[config.mk]
export PLATFORM = sky130hd
export DESIGN_NAME = ad7264_spi_responder
export DESIGN_NICKNAME = d
export VERILOG_FILES = /design/src/rtl/ad7264_spi_responder.sv
export SDC_FILE = /design/constraint.sdc
export NUM_CORES = 1
export LEC_CHECK = 0
export BUFFER_PORTS_ARGS = -buffer_cell sky130_fd_sc_hd__clkbuf_2
export CORE_MARGIN = 2
export CORE_UTILIZATION = 30
export CTS_CLUSTER_SIZE = 25
export DETAILED_ROUTE_END_ITERATION = 8
export REMOVE_ABC_BUFFERS = 1
export SLEW_MARGIN = 15
export SYNTH_ARGS = -nofsm -noshare
export SYNTH_HDL_FRONTEND = slang
export SYNTH_SLANG_ARGS = --single-unit
[constraint.sdc]
create_clock -name clk -period 4.4 [get_ports clk]
set_clock_uncertainty 0.15 [all_clocks]
set_input_delay 0.66 -clock clk [delete_from_list [all_inputs] [get_ports clk]]
set_output_delay 0.66 -clock clk [all_outputs]
set_load 0.005 [all_outputs]
[src/rtl/ad7264_spi_responder.sv]
// ad7264_spi_responder: SPI slave emulating one dual-channel AD7264.
// Ports: clk/reset, SPI pins SCLK/SS/MOSI, mode CPOL/CPHA, sampleA/B in;
// MISOA/MISOB/misoOE, cmdData/cmdValid, frameDone/frameError out.
module ad7264_spi_responder (
  input  logic        clk,
  input  logic        reset,
  input  logic        SCLK,
  input  logic        SS,
  input  logic        MOSI,
  input  logic        CPOL,
  input  logic        CPHA,
  input  logic [13:0] sampleA,
  input  logic [13:0] sampleB,
  output logic        MISOA,
  output logic        MISOB,
  output logic        misoOE,
  output logic [15:0] cmdData,
  output logic        cmdValid,
  output logic        frameDone,
  output logic        frameError
);

  typedef enum logic [1:0] {
    IDLE,
    CMD,
    DATA,
    DONE
  } state_t;

  state_t      state;
  logic [2:0]  sclkSync;
  logic [2:0]  ssSync;
  logic [1:0]  mosiSync;
  logic        cpolL;
  logic        cphaL;
  logic [13:0] sampA;
  logic [13:0] sampB;
  logic [5:0]  cnt;
  logic [15:0] cmdShift;

  logic        sclkRise;
  logic        sclkFall;
  logic        ssFall;
  logic        ssRise;
  logic        sampleEdge;
  logic        driveEdge;
  logic        edgeTaken;
  logic [5:0]  cntNext;
  logic [15:0] shiftNext;

  // Bit n of the 32-bit reply frame: 18 zeros, then the sample MSB first.
  // Counts of 32 and above (after the frame) always give 0.
  function automatic logic bitOf(input logic [13:0] s, input logic [5:0] n);
    logic [31:0] w;
    w = {18'd0, s};
    return n[5] ? 1'b0 : w[5'd31 - n[4:0]];
  endfunction

  // SS syncs reset low so that SS held low across reset never
  // looks like a fresh fall; a frame in progress is not resumed.
  always_ff @(posedge clk or posedge reset) begin
    if (reset) begin
      sclkSync <= '0;
      ssSync   <= '0;
      mosiSync <= '0;
    end else begin
      sclkSync <= {sclkSync[1:0], SCLK};
      ssSync   <= {ssSync[1:0], SS};
      mosiSync <= {mosiSync[0], MOSI};
    end
  end

  always_comb begin
    sclkRise   = sclkSync[1] & ~sclkSync[2];
    sclkFall   = ~sclkSync[1] & sclkSync[2];
    ssFall     = ~ssSync[1] & ssSync[2];
    ssRise     = ssSync[1] & ~ssSync[2];
    sampleEdge = (cpolL ^ cphaL) ? sclkFall : sclkRise;
    driveEdge  = (cpolL ^ cphaL) ? sclkRise : sclkFall;
    edgeTaken  = sampleEdge & ((state == CMD) | (state == DATA));
    cntNext    = edgeTaken ? cnt + 6'd1 : cnt;
    shiftNext  = cmdShift;
    if (edgeTaken && state == CMD) begin
      shiftNext = {cmdShift[14:0], mosiSync[1]};
    end
  end

  // The sample edge is folded into cntNext first, so an SS rise on the
  // same clk as edge 32 still reports a complete frame.
  // Both CPHA modes reduce to: a drive edge presents bit[cnt].
  always_ff @(posedge clk or posedge reset) begin
    if (reset) begin
      state      <= IDLE;
      cnt        <= '0;
      cmdShift   <= '0;
      cpolL      <= 1'b0;
      cphaL      <= 1'b0;
      sampA      <= '0;
      sampB      <= '0;
      MISOA      <= 1'b0;
      MISOB      <= 1'b0;
      misoOE     <= 1'b0;
      cmdData    <= '0;
      cmdValid   <= 1'b0;
      frameDone  <= 1'b0;
      frameError <= 1'b0;
    end else begin
      cmdValid   <= 1'b0;
      frameDone  <= 1'b0;
      frameError <= 1'b0;
      unique case (state)
        IDLE: begin
          if (ssFall) begin
            cpolL  <= CPOL;
            cphaL  <= CPHA;
            sampA  <= sampleA;
            sampB  <= sampleB;
            cnt    <= '0;
            misoOE <= 1'b1;
            MISOA  <= 1'b0;
            MISOB  <= 1'b0;
            state  <= CMD;
          end
        end
        CMD, DATA, DONE: begin
          cnt      <= cntNext;
          cmdShift <= shiftNext;
          if (edgeTaken && state == CMD && cntNext == 6'd16) begin
            cmdData  <= shiftNext;
            cmdValid <= 1'b1;
          end
          if (ssRise) begin
            frameDone  <= (cntNext == 6'd32);
            frameError <= (cntNext != 6'd32);
            misoOE     <= 1'b0;
            MISOA      <= 1'b0;
            MISOB      <= 1'b0;
            state      <= IDLE;
          end else begin
            if (state == CMD && cntNext == 6'd16) begin
              state <= DATA;
            end
            if (state == DATA && cntNext == 6'd32) begin
              state <= DONE;
            end
            if (state == DONE) begin
              MISOA <= 1'b0;
              MISOB <= 1'b0;
            end else if (driveEdge) begin
              MISOA <= bitOf(sampA, cnt);
              MISOB <= bitOf(sampB, cnt);
            end
          end
        end
        default: state <= IDLE;
      endcase
    end
  end

endmodule

==> flow_metrics.py <==
metrics = {
    "clock_tree": {
        "holdBufCountCts": 0,
        "cts_setup_buffers": 0,
        "htree_levels": 3,
        "clkLatencyLatePin_ns": 0.34,
        "numCtsBuffers": 9,
        "tritoncts": "done",
        "clkTransAtPathRegs_ns": 0.06,
        "cts_sinks": 84,
        "ctsRootBufferMaster": "clkbuf_16",
        "cts-resized-gates": 0,
        "clockBufferDepth": 2,
    },
    "synth": {
        "synth_seq_cells": 84,
        "ys_warn_count": 0,
        "synth_area_per_cell_sq_um": 12.5,
        "seq_area_frac_synth_pct": 52.9,
        "synth_area_sq_mm": 0.00397,
        "post_synth_num_cell_types": 44,
        "synthCells": 318,
    },
    "grt": {
        "grt_use_met2_pct": 18.1,
        "grt_max_degree": 52,
        "gr-total-overflow": 0,
        "gr-usage-met3_pct": 4.31,
        "grt_antenna_before_repair": 0,
        "grt_util_met1_pct": 15.0,
        "grt_pass1_vias": 2590,
        "grtUsageTotal_pct": 11.8,
        "grt_pass1_wl_mm": 13.1,
        "top_usage_layer": "met2",
    },
    "final_layout": {
        "multiInputGateArea_sq_mm": 0.00175,
        "drive_gt1_share_pct": 35.5,
        "regArea_sq_mm": 0.00210,
        "area_growth_pct": 18.2,
        "fillers": 1292,
        "antennaDiodeCount": 0,
        "final_util_pct": 35.9,
        "final_nets": 411,
    },
    "detailed_routing": {
        "drt_wl_total_mm": 7.75,
        "vias_per_cell": 4.66,
        "drt-initial-drc-count": 143,
        "vias": 2568,
        "dr.pass1.iters": 4,
        "postRouteAntennaNets": 0,
        "post_drt_wl_per_cell_um": 14.1,
        "drc": 0,
    },
    "placement": {
        "post-place-ws_ns": 1.46,
        "gp_congestion": 0.775,
        "dp_hpwl_mm": 5.40,
        "io_buffers": 56,
    },
    "min_path": {
        "holdCritStartpoint": "mosiSync[0]",
        "hold_end": "mosiSync[1]",
        "hold_class": "register to register",
        "whs_path_depth": 0,
    },
    "power_and_ir_drop": {
        "max-vdd-ir-drop_uv": 163,
        "p_per_area_mw_per_mm2": 554,
        "p_leak_nw": 2.04,
    },
    "floorplan": {
        "core_sq_mm": 0.0131,
        "start_util_pct": 30.4,
        "floorplan.rows": 42,
        "dieArea_sq_mm": 0.0142,
        "ios": 57,
        "die_width_um": 119,
        "die_h_um": 119,
    },
    "worst_setup_path": {
        "r2r_setup_slack_ns": 1.45,
        "start_kind": "register",
        "timing.rr.start": "cphaL",
        "worstSetupPathType": "register to register",
        "cp_max_fo": 32,
        "regToRegEndpoint": "cmdData[13]",
        "cp.arrival_ns": 2.99,
        "required_ns": 4.43,
        "end_kind": "register",
        "reg2regPathDepth": 7,
    },
    "sta": {
        "setup_violations": 0,
        "final_hold_viol_count": 0,
        "max_freq_mhz": 339,
        "final.period_utilization_pct": 67.1,
        "worst_slack_ns": 1.45,
        "drv_slew": 0,
        "finalSetupTns_ns": 0,
        "period_minus_slack_ns": 2.95,
        "worst_pin_slew_ns": 0.907,
        "rsz0062_at_grt": "false",
        "slew_headroom_pct": 39.5,
    },
    "job": {
        "cap_violations": 0,
    },
    "run_status": {
        "status": "complete, no violations",
    },
}
## critical path, cell delays in order, from the launching register on
cell	delay (ns)
dfrtp_1	0.40
xnor2_2	0.41
mux2i_4	0.80
nor2b_1	0.21
buf_4	0.27
o211ai_4	0.30
nand2_1	0.16
o21ai_0	0.09
## cells in the mapped netlist, drive strengths merged
master	count	area, sq um
o32ai	1	8.76
or4	2	15.0
nor4	1	6.26
nand4	3	18.8
ha	6	75.1
dfrtp	84	2100
o2bb2a	1	10.0
clkbuf	9	33.8
a22o	1	8.76
mux2	47	533
and3	2	12.5
o21ai	31	155
a21oi	10	50.1
o22a	1	8.76
a41o	1	10.0
and2	2	12.5
a41oi	1	8.76
a31oi	1	6.26
nand3	4	20.0
mux2i	25	288
and4	1	8.76
or3b	1	8.76
o21a	1	7.51
nor2	1	3.75
inv	4	15.0
nand2	34	128
nor2b	3	18.8
buf	9	70.1
o211ai	1	21.3
nand2b	5	31.3
a211oi	1	7.51
nand3b	7	52.6
xnor2	3	33.8
o2111ai	1	8.76
nor3	6	30.0
mux4	6	135
o211a	1	10.0
## cell families after synthesis
logic type | count (synthesis) | synth area share [%]
flip-flops | 84 | 52.9
adder cells (fa/ha/maj) | 6 | 1.89
AO/OA/AOI/OAI | 53 | 8.09
AND/OR/NAND/NOR | 72 | 9.23
XOR/XNOR | 3 | 0.850
multiplexers | 78 | 24.1
buffers and inverters | 22 | 2.99
## cell usage in the layout (no fill, tap or decap), types with 2 or more instances in the layout
master,instances
mux2i_1,22
clkbuf_8,2
nor2b_1,3
mux2i_4,3
inv_1,3
o21ai_0,15
nand4_1,3
clkbuf_16,9
nand2b_1,5
clkinv_2,3
xnor2_1,2
nand3_1,4
nand3b_1,7
nor3_1,6
buf_4,3
mux4_2,6
or4_1,2
dfrtp_1,84
ha_1,6
and3_1,2
and2_1,2
a21oi_1,10
o21ai_1,16
mux2_2,46
clkbuf_2,56
nand2_1,34
## registers in the layout, indices dropped and copies added (netlist names), 2 cells and up
| register | cells |
|---|---|
| cnt | 6 |
| mosiSync | 2 |
| ssSync | 3 |
| sampB | 14 |
| cmdShift | 16 |
| cmdData | 16 |
| state | 2 |
| sampA | 14 |
| sclkSync | 3 |
## per-stage QoR
step | instances | cell area [sq um] | total power, W | hold slack, ns
final | 551 | 4700 | 0.00260 | 0.195
after global routing | 551 | 4700 | 0.00277 | 0.204
after CTS | 551 | 4700 | 0.00265 | 0.199
after detailed placement | 535 | 4390 | 0.00187 | 0.186
after global placement | 535 | 4390 | 0.00184 | 0.181
after floorplan | 300 | 3870 | 0.00168 | 0.181
## cell type report
type / instances / share of cell area, %
repair buffers: 59 / 6.44
multi-input cells: 212 / 37.3
well taps: 176 / 4.69
flip-flops and latches: 84 / 44.7
clock buffers: 12 / 5.46
clock inverters: 4 / 1.01
inverters: 4 / 0.346
## per-layer routing
metal	routed length, um	vias to the layer above	share of wire, %
met1	3590	1257	46
met3	298	13	3.8
li1	-	1257	-
met4	189	0	2.4
met5	0	-	0
met2	3680	41	47
## worst max-delay path by stage
| stage | start | endpoint | slack, ns | depth (start not counted) |
|---|---|---|---|---|
| floorplan | cphaL | cmdData[12] | 0.98 | 6 |
| global placement | cphaL | cmdData[12] | 1.56 | 7 |
| detailed placement | cphaL | cmdData[12] | 1.46 | 7 |
| CTS | cphaL | cmdData[13] | 1.44 | 7 |
| global route | cphaL | cmdData[13] | 1.27 | 7 |
| finish | cphaL | cmdData[13] | 1.45 | 7 |
## report_power, final
| part | leakage (nW) | switching, W | internal (W) |
|---|---|---|---|
| Sequential | 1.07 | 0.000139 | 0.000957 |
| Clock | 0.149 | 0.000289 | 0.000468 |
| Combinational | 0.815 | 0.000351 | 0.000400 |
| Total | 2.04 | 0.000779 | 0.00183 |
Note: power is estimated with default switching activity, not from simulation.
